==> src/rtl/ldpc_bf_ctrl_if.sv <==
// ldpc_bf_ctrl_if
// Groups the request and result signals of the (6,3) LDPC bit-flip controller.
//   start, cw_in      : decode request and received word (bit 5 = leftmost)
//   busy, done, ok    : progress, one-cycle completion pulse, final verdict
//   cw_out            : working / corrected word
//   syndrome          : {s1,s2,s3} from the last completed check pass
//   iter_cnt          : flips performed in the current or last decode
// master drives requests (consumer side), slave is the controller.
interface ldpc_bf_ctrl_if;
   logic       start;
   logic [5:0] cw_in;
   logic       busy;
   logic       done;
   logic       ok;
   logic [5:0] cw_out;
   logic [2:0] syndrome;
   logic [3:0] iter_cnt;

   modport master (
      output start, cw_in,
      input  busy, done, ok, cw_out, syndrome, iter_cnt
   );

   modport slave (
      input  start, cw_in,
      output busy, done, ok, cw_out, syndrome, iter_cnt
   );
endinterface

==> src/rtl/ldpc_bf_ctrl.sv <==
// ldpc_bf_ctrl
// Hard-decision bit-flipping sequencer for the (6,3) LDPC code. Parity rows
// are evaluated one per cycle through a single shared evaluator, then the
// word is flipped and rechecked until the syndrome clears or MAX_ITER flips
// have been spent.
// Ports:
//   clk    : rising-edge clock
//   rst_n  : asynchronous active-low reset
//   bus    : ldpc_bf_ctrl_if.slave (start/cw_in in; busy/done/ok/cw_out/
//            syndrome/iter_cnt out, all registered)
//
// state | meaning
// IDLE  | waiting for start, results held
// CHK0  | evaluate row h1 -> s1
// CHK1  | evaluate row h2 -> s2
// CHK2  | evaluate row h3 -> s3
// EVAL  | decide: clean, budget exhausted, or flip
// FLIP  | apply flip rule, count the iteration
// DONE  | one-cycle completion pulse
module ldpc_bf_ctrl #(
   parameter int MAX_ITER = 4
) (
   input  logic          clk,
   input  logic          rst_n,
   ldpc_bf_ctrl_if.slave bus
);

   typedef enum logic [2:0] {
      IDLE, CHK0, CHK1, CHK2, EVAL, FLIP, DONE
   } state_t;

   localparam logic [5:0] H1 = 6'b110100;
   localparam logic [5:0] H2 = 6'b011010;
   localparam logic [5:0] H3 = 6'b101001;
   localparam logic [3:0] MAX_ITER_C = 4'(MAX_ITER);

   state_t     state_q, state_d;
   logic [5:0] cw_q, cw_d;
   logic [2:0] syn_q, syn_d;
   logic [3:0] iter_q, iter_d;
   logic       ok_q, ok_d;
   logic       busy_q, busy_d;
   logic       done_q, done_d;

   logic [5:0] h_row;
   logic       s_row;
   logic [2:0] cand_w2;
   logic [5:0] flip_mask;

   // Shared row evaluator: the row is selected by which check state we are in.
   always_comb begin
      h_row = H1;
      case (state_q)
         CHK1:    h_row = H2;
         CHK2:    h_row = H3;
         default: h_row = H1;
      endcase
   end

   assign s_row = ^(h_row & cw_q);

   // Weight-2 bits (5,4,3) are candidates only when both of their checks fail;
   // weight-1 bits (2,1,0) sit in exactly one check, so their candidacy is s_i.
   assign cand_w2   = {syn_q[2] & syn_q[0], syn_q[2] & syn_q[1], syn_q[1] & syn_q[0]};
   assign flip_mask = (|cand_w2) ? {cand_w2, 3'b000} : {3'b000, syn_q};

   always_comb begin
      state_d = state_q;
      cw_d    = cw_q;
      syn_d   = syn_q;
      iter_d  = iter_q;
      ok_d    = ok_q;
      case (state_q)
         IDLE: begin
            if (bus.start) begin
               cw_d    = bus.cw_in;
               syn_d   = 3'b000;
               iter_d  = 4'd0;
               ok_d    = 1'b0;
               state_d = CHK0;
            end
         end
         CHK0: begin
            syn_d[2] = s_row;
            state_d  = CHK1;
         end
         CHK1: begin
            syn_d[1] = s_row;
            state_d  = CHK2;
         end
         CHK2: begin
            syn_d[0] = s_row;
            state_d  = EVAL;
         end
         EVAL: begin
            if (syn_q == 3'b000) begin
               ok_d    = 1'b1;
               state_d = DONE;
            end else if (iter_q == MAX_ITER_C) begin
               ok_d    = 1'b0;
               state_d = DONE;
            end else begin
               state_d = FLIP;
            end
         end
         FLIP: begin
            cw_d    = cw_q ^ flip_mask;
            iter_d  = iter_q + 4'd1;
            state_d = CHK0;
         end
         DONE:    state_d = IDLE;
         default: state_d = IDLE;
      endcase
   end

   // busy/done are registered from the next state so they line up with it.
   always_comb begin
      busy_d = 1'b0;
      done_d = 1'b0;
      case (state_d)
         CHK0, CHK1, CHK2, EVAL, FLIP: busy_d = 1'b1;
         DONE:                         done_d = 1'b1;
         default: begin
            busy_d = 1'b0;
            done_d = 1'b0;
         end
      endcase
   end

   always_ff @(posedge clk or negedge rst_n) begin
      if (!rst_n) begin
         state_q <= IDLE;
         cw_q    <= 6'b0;
         syn_q   <= 3'b0;
         iter_q  <= 4'd0;
         ok_q    <= 1'b0;
         busy_q  <= 1'b0;
         done_q  <= 1'b0;
      end else begin
         state_q <= state_d;
         cw_q    <= cw_d;
         syn_q   <= syn_d;
         iter_q  <= iter_d;
         ok_q    <= ok_d;
         busy_q  <= busy_d;
         done_q  <= done_d;
      end
   end

   assign bus.busy     = busy_q;
   assign bus.done     = done_q;
   assign bus.ok       = ok_q;
   assign bus.cw_out   = cw_q;
   assign bus.syndrome = syn_q;
   assign bus.iter_cnt = iter_q;

endmodule

==> src/flat_wrapper.sv <==
// flat-port wrapper written by rule: the top's interface ports become plain ports
module ldpc_bf_ctrl_flat 
#(
   parameter int MAX_ITER = 4
)
  (clk, rst_n, bus_start, bus_cw_in, bus_busy, bus_done, bus_ok, bus_cw_out, bus_syndrome, bus_iter_cnt);
  ldpc_bf_ctrl_if bus_i ();
  input  logic clk;
  input  logic rst_n;
  input wire logic [$bits(bus_i.start)-1:0] bus_start;
  input wire logic [$bits(bus_i.cw_in)-1:0] bus_cw_in;
  output wire logic [$bits(bus_i.busy)-1:0] bus_busy;
  output wire logic [$bits(bus_i.done)-1:0] bus_done;
  output wire logic [$bits(bus_i.ok)-1:0] bus_ok;
  output wire logic [$bits(bus_i.cw_out)-1:0] bus_cw_out;
  output wire logic [$bits(bus_i.syndrome)-1:0] bus_syndrome;
  output wire logic [$bits(bus_i.iter_cnt)-1:0] bus_iter_cnt;
  assign bus_i.start = bus_start;
  assign bus_i.cw_in = bus_cw_in;
  assign bus_busy = bus_i.busy;
  assign bus_done = bus_i.done;
  assign bus_ok = bus_i.ok;
  assign bus_cw_out = bus_i.cw_out;
  assign bus_syndrome = bus_i.syndrome;
  assign bus_iter_cnt = bus_i.iter_cnt;
  ldpc_bf_ctrl #(.MAX_ITER(MAX_ITER)) u_core (.clk(clk), .rst_n(rst_n), .bus(bus_i));
endmodule
==> config.mk <==
export PLATFORM = sky130hd
export DESIGN_NAME = ldpc_bf_ctrl_flat
export DESIGN_NICKNAME = d
export VERILOG_FILES = /design/src/rtl/ldpc_bf_ctrl_if.sv /design/src/rtl/ldpc_bf_ctrl.sv /design/src/flat_wrapper.sv
export SDC_FILE = /design/constraint.sdc
export NUM_CORES = 1
export LEC_CHECK = 0
export CAP_MARGIN = 20
export CORE_ASPECT_RATIO = 1.1
export CORE_MARGIN = 2
export CORE_UTILIZATION = 45
export CTS_BUF_LIST = sky130_fd_sc_hd__clkbuf_4 sky130_fd_sc_hd__clkbuf_8
export CTS_CLUSTER_DIAMETER = 50
export DETAILED_ROUTE_END_ITERATION = 6
export PLACE_DENSITY = 0.69
export RECOVER_POWER = 25
export SETUP_SLACK_MARGIN = 0.15
export SYNTH_ARGS = -nofsm -noshare
export SYNTH_HDL_FRONTEND = slang
export SYNTH_SLANG_ARGS = --single-unit
export TNS_END_PERCENT = 50
==> constraint.sdc <==
create_clock -name clk -period 2.4 [get_ports clk]
set_clock_uncertainty 0.05 [all_clocks]
set_input_delay 0.48 -clock clk [delete_from_list [all_inputs] [get_ports clk]]
set_output_delay 0.48 -clock clk [all_outputs]
set_load 0.005 [all_outputs]
==> results of run 1 <==
registers in the layout, indices dropped and copies added (netlist names):
signal / cells
u_core.bus.cw_out: 6
u_core.state_q: 3
u_core.bus.ok: 1
u_core.bus.busy: 1
u_core.bus.done: 1
u_core.bus.syndrome: 3
u_core.bus.iter_cnt: 4
placed cells by master (no fill, tap or decap), types with 4 or more instances in the layout:
master	count
sky130_fd_sc_hd__clkdlybuf4s50_1	23
sky130_fd_sc_hd__nor2_1	6
sky130_fd_sc_hd__dfrtp_1	19
sky130_fd_sc_hd__o21ai_0	5
sky130_fd_sc_hd__xor2_1	4
sky130_fd_sc_hd__nand2_1	8
sky130_fd_sc_hd__inv_1	5
sky130_fd_sc_hd__xnor2_1	7
path summary, 6_finish.rpt:
path,to,cells past startpoint
setup reg to reg,u_core.bus.cw_out[1],3
min in group asynchronous,u_core.state_q[0],2
max in group asynchronous,u_core.bus.cw_out[4],2
setup / recovery,bus_syndrome[2],1
hold reg to reg,u_core.bus.iter_cnt[3],1
hold / removal,u_core.bus.iter_cnt[3],1
kinds of logic after synthesis:
kind of cell	after synthesis	share of synthesized area, %
AOI/OAI and AO/OA	22	15.7
xor gates and xnor gates	11	9.01
adders and majority gates	2	2.34
buffers and inverters	9	4.33
DFF	19	44.4
muxes	4	3.98
and+or+nand+nor	35	20.2
area by class of cell:
type	instances	area [sq um]
Fill cell	217	893
Multi-Input combinational cell	74	548
Sequential cell	19	475
Timing Repair Buffer	26	251
Tap cell	30	37.5
Clock buffer	3	22.5
Inverter	5	18.8
Clock inverter	1	5.00
metrics by stage:
stage | hold slack [ns] | utilization (%) | instances | setup WS, ns | area (sq um)
global route | 0.469 | 60.3 | 158 | 0.382 | 1360
finish | 0.451 | 60.3 | 158 | 0.457 | 1360
detailed placement | 0.439 | 59.3 | 154 | 0.346 | 1340
CTS | 0.454 | 60.5 | 158 | 0.423 | 1360
global placement | 0.434 | 59.3 | 154 | 0.374 | 1340
floorplan | 0.134 | - | 102 | 0.902 | 1070
cells in the mapped netlist:
library cell	n
sky130_fd_sc_hd__nor3_1	2
sky130_fd_sc_hd__or3_1	1
sky130_fd_sc_hd__xor2_1	4
sky130_fd_sc_hd__a211oi_1	1
sky130_fd_sc_hd__and3b_2	1
sky130_fd_sc_hd__nand2b_1	1
sky130_fd_sc_hd__nor2_1	6
sky130_fd_sc_hd__a21bo_2	1
sky130_fd_sc_hd__dfrtp_1	19
sky130_fd_sc_hd__xnor2_1	7
sky130_fd_sc_hd__o221a_1	1
sky130_fd_sc_hd__mux2_2	2
sky130_fd_sc_hd__inv_1	5
sky130_fd_sc_hd__and2_1	3
sky130_fd_sc_hd__nor4_1	1
sky130_fd_sc_hd__o2bb2ai_1	2
sky130_fd_sc_hd__nand3b_1	2
sky130_fd_sc_hd__nand2_1	8
sky130_fd_sc_hd__nor4b_4	1
sky130_fd_sc_hd__buf_4	1
sky130_fd_sc_hd__clkbuf_1	1
sky130_fd_sc_hd__o21ai_0	5
sky130_fd_sc_hd__a32o_1	1
sky130_fd_sc_hd__a221o_1	3
sky130_fd_sc_hd__o21a_1	1
sky130_fd_sc_hd__nand4_1	1
sky130_fd_sc_hd__buf_2	1
sky130_fd_sc_hd__nand3_1	2
sky130_fd_sc_hd__a21oi_1	3
sky130_fd_sc_hd__nor2_2	1
sky130_fd_sc_hd__o211ai_1	1
sky130_fd_sc_hd__nor3b_1	3
sky130_fd_sc_hd__a22o_1	3
sky130_fd_sc_hd__or4b_4	1
sky130_fd_sc_hd__ha_1	2
sky130_fd_sc_hd__mux2i_1	2
sky130_fd_sc_hd__nand4b_1	1
sky130_fd_sc_hd__buf_6	1
power breakdown:
group | switching (W) | total [W] | internal, W
combinational | 0.000289 | 0.000771 | 0.000483
clock | 0.000101 | 0.000163 | 0.0000621
sequential | 0.000245 | 0.000688 | 0.000443
total | 0.000634 | 0.00162 | 0.000988
layer usage:
| layer | up-vias | wire length (um) |
|---|---|---|
| met5 | - | 0 |
| met4 | 0 | 10 |
| met2 | 16 | 1050 |
| li1 | 417 | - |
| met1 | 406 | 1120 |
| met3 | 2 | 62 |
==> results.sh, run 1 <==
export IMPL_synthDominantCellAreaShare_pct=44.4
export IMPL_synth_largest_area_cell="sky130_fd_sc_hd__dfrtp_1"
export IMPL_final_report_setup_violation_count=0
export IMPL_yosys_top_cells_area="sky130_fd_sc_hd__dfrtp_1, sky130_fd_sc_hd__xnor2_1, sky130_fd_sc_hd__xor2_1, sky130_fd_sc_hd__a221o_1, sky130_fd_sc_hd__nand2_1"
export IMPL_io_pin_count=25
export IMPL_tritoncts="built"
export IMPL_clkLatencyLatePin_ns=0.30
export IMPL_post_route_drc_count=0
export IMPL_timing_setup_tns_ns=0
export IMPL_placement_rows=18
export IMPL_path_buf_inv=1
export IMPL_crit_path_max_incr_delay_ns=0.57
export IMPL_grt_use_met2_pct=30.7
export IMPL_timing_hold_violations_final=0
export IMPL_worst_pin_slew_ns=1.02
export IMPL_r2r_start="u_core.state_q[2]"
export IMPL_status="complete, no violations"
export IMPL_cts_hold_repair_buffers=0
export IMPL_rd_place_congestion=0.813
export IMPL_global_route_usage_met3_pct=2.42
export IMPL_max_clock_path_buffers=2
export IMPL_synth_net_count=113
export IMPL_grt_start_max_net_pins=20
export IMPL_synthesis_area_per_instance_sq_um=10.5
export IMPL_ys_types=38
export IMPL_antenna_diode_count=0
export IMPL_worst_endpoint_data_arrival_time_ns=1.41
export IMPL_cellPowerDensity_nw_per_um2=1190
export IMPL_total_via_count_in_the_routed_design=841
export IMPL_max_freq_mhz=515
export IMPL_total_die_area_sq_um=2780
export IMPL_cpMaxStageDelayCell="sky130_fd_sc_hd__clkdlybuf4s50_1"
export IMPL_tritoncts_num_sinks=19
export IMPL_grt_antenna_before_repair=0
export IMPL_timing_max_slew_rel_slack_pct=32.0
export IMPL_netlist_instances=102
export IMPL_drt_total_wl_um=2240
export IMPL_leakage_dissipation_nw=0.563
export IMPL_timing_critical_path_required_ns=1.87
export IMPL_clk_pin_slew_worst_paths_ns=0.11
export IMPL_cp_startpoint="u_core.bus.syndrome[2]"
export IMPL_global_route_usage_total_pct=18.4
export IMPL_cap_violations=0
export IMPL_finalCriticalPeriod_ns=1.94
export IMPL_clock_tree_root_cell="sky130_fd_sc_hd__clkbuf_4"
export IMPL_post_drt_via_cell_ratio=5.32
export IMPL_ctsHtreeMaxLevel=1
export IMPL_rsz0062_at_grt="false"
export IMPL_crit_chain="clkdlybuf4s50_1"
export IMPL_io_buffer_count=24
export IMPL_final_layout_size_suffix_gt1_share_pct=9.38
export IMPL_yosysWarnings=0
export IMPL_detailedRoute_firstPassIterationCount=4
export IMPL_setup_reg_to_reg_worst_slack_ns=0.57
export IMPL_detailedPlacementHpwl_um=1570
export IMPL_hp_start="u_core.bus.iter_cnt[3]"
export IMPL_synth_cell_area_sq_um=1070
export IMPL_busiest_layer="met2"
export IMPL_dieWidth_um=50.5
export IMPL_grt_first_pass_wirelength_um=3750
export IMPL_cts_resized_gates=0
export IMPL_timing_max_transition_violations_final=0
export IMPL_worst_min_path_class="reg -> reg"
export IMPL_number_of_global_route_vias_before_repair=841
export IMPL_synth_seq_area_share_pct=44.4
export IMPL_ant_nets=0
export IMPL_drt_wirelength_per_cell_um=14.2
export IMPL_postCtsSetupBuffers=0
export IMPL_max_vdd_ir_drop_mv=0.567
export IMPL_endpoint_type_of_the_worst_setup_path="output pin"
export IMPL_period_share_pct=81.0
export IMPL_numCtsBuffers=3
export IMPL_drt_first_iter_violations=7
export IMPL_core_sq_um=2250
export IMPL_layout_nets=140
export IMPL_worstSetupStartpointType="flip-flop"
export IMPL_flow_area_growth_from_synthesis_pct=27.0
export IMPL_worst_setup_path_type="reg -> out"
export IMPL_max_fo_critical_path=9
export IMPL_start_util_pct=47.5
export IMPL_postSynthRegisterBits=19
export IMPL_crit_family="buffers and inverters"
export IMPL_die_h_um=55.1
export IMPL_gr_total_overflow=0
export IMPL_power_w=0.00162
export IMPL_met1_resource_use_gr_pct=23.2
Note: power is estimated with default switching activity, not from simulation.
==> run 2: changes to the inputs <==
- PLACE_DENSITY: 0.69 -> 0.72
- clock period: 2.4 -> 1.6 ns (I/O delays scaled with it)
==> results.sh, run 2 (same netlist as run 1, synthesis figures left out) <==
export IMPL_max_freq_mhz=653
export IMPL_r2r_start="u_core.state_q[1]"
export IMPL_gr_total_overflow=0
export IMPL_detailedPlacementHpwl_um=1860
export IMPL_final_design_area_no_fill_sq_um=1550
export IMPL_worstSetupStartpointType="flip-flop"
export IMPL_tritoncts_num_sinks=19
export IMPL_period_share_pct=95.8
export IMPL_rsz0062_at_grt="true"
export IMPL_max_vdd_ir_drop_mv=1.08
export IMPL_start_util_pct=47.5
export IMPL_number_of_global_route_vias_before_repair=869
export IMPL_detailedRoute_firstPassIterationCount=4
export IMPL_clk_pin_slew_worst_paths_ns=0.11
export IMPL_flow_area_growth_from_synthesis_pct=45.1
export IMPL_grt_first_pass_wirelength_um=4040
export IMPL_clkLatencyLatePin_ns=0.29
export IMPL_max_fo_critical_path=6
export IMPL_rd_place_congestion=0.811
export IMPL_max_clock_path_buffers=2
export IMPL_layout_cells_most_common="sky130_fd_sc_hd__buf_4"
export IMPL_cts_hold_repair_buffers=0
export IMPL_final_report_setup_violation_count=0
export IMPL_layout_nets=164
export IMPL_dieWidth_um=50.5
export IMPL_whs_ns=0.368
export IMPL_final_layout_size_suffix_gt1_share_pct=25.7
export IMPL_total_via_count_in_the_routed_design=993
export IMPL_drt_first_iter_violations=11
export IMPL_global_route_usage_total_pct=20.2
export IMPL_ant_nets=0
export IMPL_clock_tree_root_cell="sky130_fd_sc_hd__clkbuf_4"
export IMPL_post_drt_via_cell_ratio=5.46
export IMPL_timing_max_slew_rel_slack_pct=81.5
export IMPL_core_sq_um=2250
export IMPL_worst_min_path_class="in -> async"
export IMPL_endpoint_type_of_the_worst_setup_path="flip-flop"
export IMPL_ctsHtreeMaxLevel=1
export IMPL_post_route_drc_count=0
export IMPL_power_w=0.00273
export IMPL_io_buffer_count=24
export IMPL_drt_total_wl_um=2700
export IMPL_worst_pin_slew_ns=0.275
export IMPL_grt_antenna_before_repair=0
export IMPL_timing_critical_path_required_ns=1.74
export IMPL_nFillCells=183
export IMPL_most_common_layout_cells="sky130_fd_sc_hd__buf_4, sky130_fd_sc_hd__dfrtp_1, sky130_fd_sc_hd__clkdlybuf4s50_1, sky130_fd_sc_hd__nand2_1, sky130_fd_sc_hd__dlygate4sd2_1"
export IMPL_tritoncts="built"
export IMPL_placement_cell_area_sq_um=1430
export IMPL_total_die_area_sq_um=2780
export IMPL_finalCriticalPeriod_ns=1.53
export IMPL_io_pin_count=25
export IMPL_cp_startpoint="u_core.state_q[1]"
export IMPL_numCtsBuffers=3
export IMPL_worst_endpoint_data_arrival_time_ns=1.67
export IMPL_largest_reg_flops=6
export IMPL_antenna_diode_count=0
export IMPL_status="complete, no violations"
export IMPL_cellPowerDensity_nw_per_um2=1760
export IMPL_timing_setup_tns_ns=0
export IMPL_placement_rows=18
export IMPL_drt_wirelength_per_cell_um=14.9
export IMPL_timing_hold_violations_final=0
export IMPL_worst_setup_path_type="reg -> reg"
export IMPL_post_route_util_pct=68.9
export IMPL_die_h_um=55.1
export IMPL_leakage_dissipation_nw=0.779
export IMPL_grt_start_max_net_pins=20
export IMPL_timing_max_transition_violations_final=0
export IMPL_cap_violations=0
-- run 2: power by group --
part | switching, W | internal [W] | leakage, nW
Sequential | 0.000156 | 0.000671 | 0.236
Clock | 0.000151 | 0.000114 | 0.0184
Combinational | 0.000734 | 0.000902 | 0.524
Total | 0.00104 | 0.00169 | 0.779
-- run 2: metal layers --
metal	vias to the layer above	global-route usage [%]	routed length, um
met5	-	0	0
met4	0	9.91	21
met1	485	24.8	1210
met3	6	3.49	131
li1	466	-	-
met2	36	35.1	1350
-- run 2: critical path, stage by stage (launching register included) --
cell	delay (ns)
sky130_fd_sc_hd__dfrtp_1	0.46
sky130_fd_sc_hd__and3b_2	0.35
sky130_fd_sc_hd__mux2_2	0.35
sky130_fd_sc_hd__o221a_1	0.22
-- run 2: what timing repair did --
item / CTS / global route
resized for setup: 10 / 6
endpoints found under the setup margin: 18 / 17
pin swaps: 0 / 1
setup buffers: 7 / 5
-- run 2: final timing paths --
check | endpoint | slack [ns] | cells past startpoint
min in group clk | u_core.bus.iter_cnt[3] | 0.52 | 2
worst min-delay path | u_core.state_q[1] | 0.37 | 2
worst min register to register | u_core.bus.iter_cnt[3] | 0.52 | 2
max in group asynchronous | u_core.bus.syndrome[0] | 0.92 | 2
worst max register to register | u_core.bus.cw_out[1] | 0.07 | 3
worst max-delay path | u_core.bus.cw_out[1] | 0.07 | 3
-- run 2: layout make-up --
cell class	count	area, sq um	share of cell area [%]
Multi-Input combinational cell	74	548	35.3
Sequential cell	19	478	30.8
Timing Repair Buffer	50	440	28.4
Tap cell	30	37.5	2.42
Clock buffer	4	30.0	1.93
Inverter	5	18.8	1.21
-- run 2: metrics by stage --
step,std cells,worst slack [ns]
CTS,177,0.0113
detailed placement,166,-0.167
finish,182,0.0678
floorplan,102,0.102
global route,182,0.0296
global placement,166,-0.155
==> run 3: changes to the inputs <==
- SKIP_CTS_REPAIR_TIMING: unset -> 1
==> results.sh, run 3 (same netlist as run 1, synthesis figures left out) <==
export IMPL_finalCriticalPeriod_ns=1.51
export IMPL_max_fo_critical_path=6
export IMPL_whs_ns=0.367
export IMPL_drt_total_wl_um=2740
export IMPL_drt_first_iter_violations=18
export IMPL_number_of_global_route_vias_before_repair=856
export IMPL_total_die_area_sq_um=2780
export IMPL_placement_rows=18
export IMPL_placement_cell_area_sq_um=1430
export IMPL_detailedRoute_firstPassIterationCount=4
export IMPL_total_via_count_in_the_routed_design=993
export IMPL_global_route_usage_met3_pct=3.76
export IMPL_nFillCells=168
export IMPL_cellPowerDensity_nw_per_um2=1740
export IMPL_period_share_pct=94.6
export IMPL_timing_max_slew_rel_slack_pct=81.9
export IMPL_leakage_dissipation_nw=0.902
export IMPL_detailedPlacementHpwl_um=1860
export IMPL_ant_nets=0
export IMPL_largest_reg_flops=6
export IMPL_worst_setup_path_type="reg -> reg"
export IMPL_timing_critical_path_required_ns=1.75
export IMPL_fin_cells=184
export IMPL_tritoncts="built"
export IMPL_most_common_layout_cells="sky130_fd_sc_hd__buf_4, sky130_fd_sc_hd__dlymetal6s2s_1, sky130_fd_sc_hd__dfrtp_1, sky130_fd_sc_hd__nand2_1"
export IMPL_status="complete, no violations"
export IMPL_worst_endpoint_data_arrival_time_ns=1.66
export IMPL_max_clock_path_buffers=2
export IMPL_gr_total_overflow=0
export IMPL_met1_resource_use_gr_pct=23.1
export IMPL_tritoncts_num_sinks=19
export IMPL_worst_min_path_class="in -> async"
export IMPL_numCtsBuffers=3
export IMPL_clk_pin_slew_worst_paths_ns=0.11
export IMPL_post_route_drc_count=0
export IMPL_dieWidth_um=50.5
export IMPL_final_design_area_no_fill_sq_um=1620
export IMPL_final_layout_size_suffix_gt1_share_pct=29.9
export IMPL_endpoint_type_of_the_worst_setup_path="flip-flop"
export IMPL_max_vdd_ir_drop_mv=1.05
export IMPL_final_report_setup_violation_count=0
export IMPL_flow_area_growth_from_synthesis_pct=51.1
export IMPL_max_freq_mhz=661
export IMPL_clock_tree_root_cell="sky130_fd_sc_hd__clkbuf_4"
export IMPL_start_util_pct=47.5
export IMPL_grt_first_pass_wirelength_um=3890
export IMPL_rd_place_congestion=0.811
export IMPL_io_buffer_count=24
export IMPL_core_sq_um=2250
export IMPL_post_route_util_pct=71.8
export IMPL_cap_violations=0
export IMPL_placedCellCount=166
export IMPL_layout_nets=166
export IMPL_global_route_usage_total_pct=19.3
export IMPL_timing_max_transition_violations_final=0
export IMPL_layout_cells_most_common="sky130_fd_sc_hd__buf_4"
export IMPL_post_drt_via_cell_ratio=5.40
export IMPL_grt_use_met2_pct=33.8
export IMPL_drt_wirelength_per_cell_um=14.9
export IMPL_grt_antenna_before_repair=0
export IMPL_timing_setup_tns_ns=0
export IMPL_worstSetupStartpointType="flip-flop"
export IMPL_die_h_um=55.1
export IMPL_rsz0062_at_grt="true"
export IMPL_ctsHtreeMaxLevel=1
export IMPL_timing_hold_violations_final=0
export IMPL_worst_pin_slew_ns=0.268
export IMPL_busiest_layer="met2"
export IMPL_antenna_diode_count=0
export IMPL_clkLatencyLatePin_ns=0.29
export IMPL_io_pin_count=25
export IMPL_grt_start_max_net_pins=20
## run 3: critical path: stages, from the launching register on
cell and delay [ns]:
sky130_fd_sc_hd__dfrtp_2 0.46, sky130_fd_sc_hd__buf_4 0.15, sky130_fd_sc_hd__or3_4 0.36, sky130_fd_sc_hd__a21bo_2 0.22, sky130_fd_sc_hd__o21a_1 0.17
## run 3: power by group
| part | switching (W) | internal, W |
|---|---|---|
| sequential | 0.000196 | 0.000681 |
| clock | 0.000144 | 0.000114 |
| combinational | 0.000710 | 0.000970 |
## run 3: routing by layer
metal  share of wire, %  vias to the layer above
met1                 42                      496
li1                   -                      472
met4               0.37                        0
met3                4.7                        2
met5                  0                        -
met2                 52                       23
## run 3: final timing paths
| path | from | endpoint | slack [ns] | cells after the start |
|---|---|---|---|---|
| max | u_core.bus.syndrome[1] | u_core.bus.busy | 0.09 | 4 |
| min | rst_n | u_core.bus.busy | 0.37 | 2 |
| max reg2reg | u_core.bus.syndrome[1] | u_core.bus.busy | 0.09 | 4 |
| min reg2reg | u_core.bus.iter_cnt[3] | u_core.bus.iter_cnt[3] | 0.51 | 2 |
| max in group asynchronous | rst_n | u_core.bus.cw_out[0] | 0.90 | 2 |
| min in group clk | u_core.bus.iter_cnt[3] | u_core.bus.iter_cnt[3] | 0.51 | 2 |
## run 3: area by class of cell
cell class	count	area [sq um]	share of cell area, %
Multi-Input combinational cell	74	557	34.4
Timing Repair Buffer	52	490	30.3
Tap cell	30	37.5	2.32
Clock buffer	4	30.0	1.86
Inverter	5	18.8	1.16
Sequential cell	19	483	29.9
## run 3: stage by stage
step	total power, W	setup WS, ns
CTS	0.00264	-0.174
floorplan	0.00173	0.102
finish	0.00281	0.0862
detailed placement	0.00237	-0.167
global placement	0.00233	-0.155
global route	0.00302	0.0379
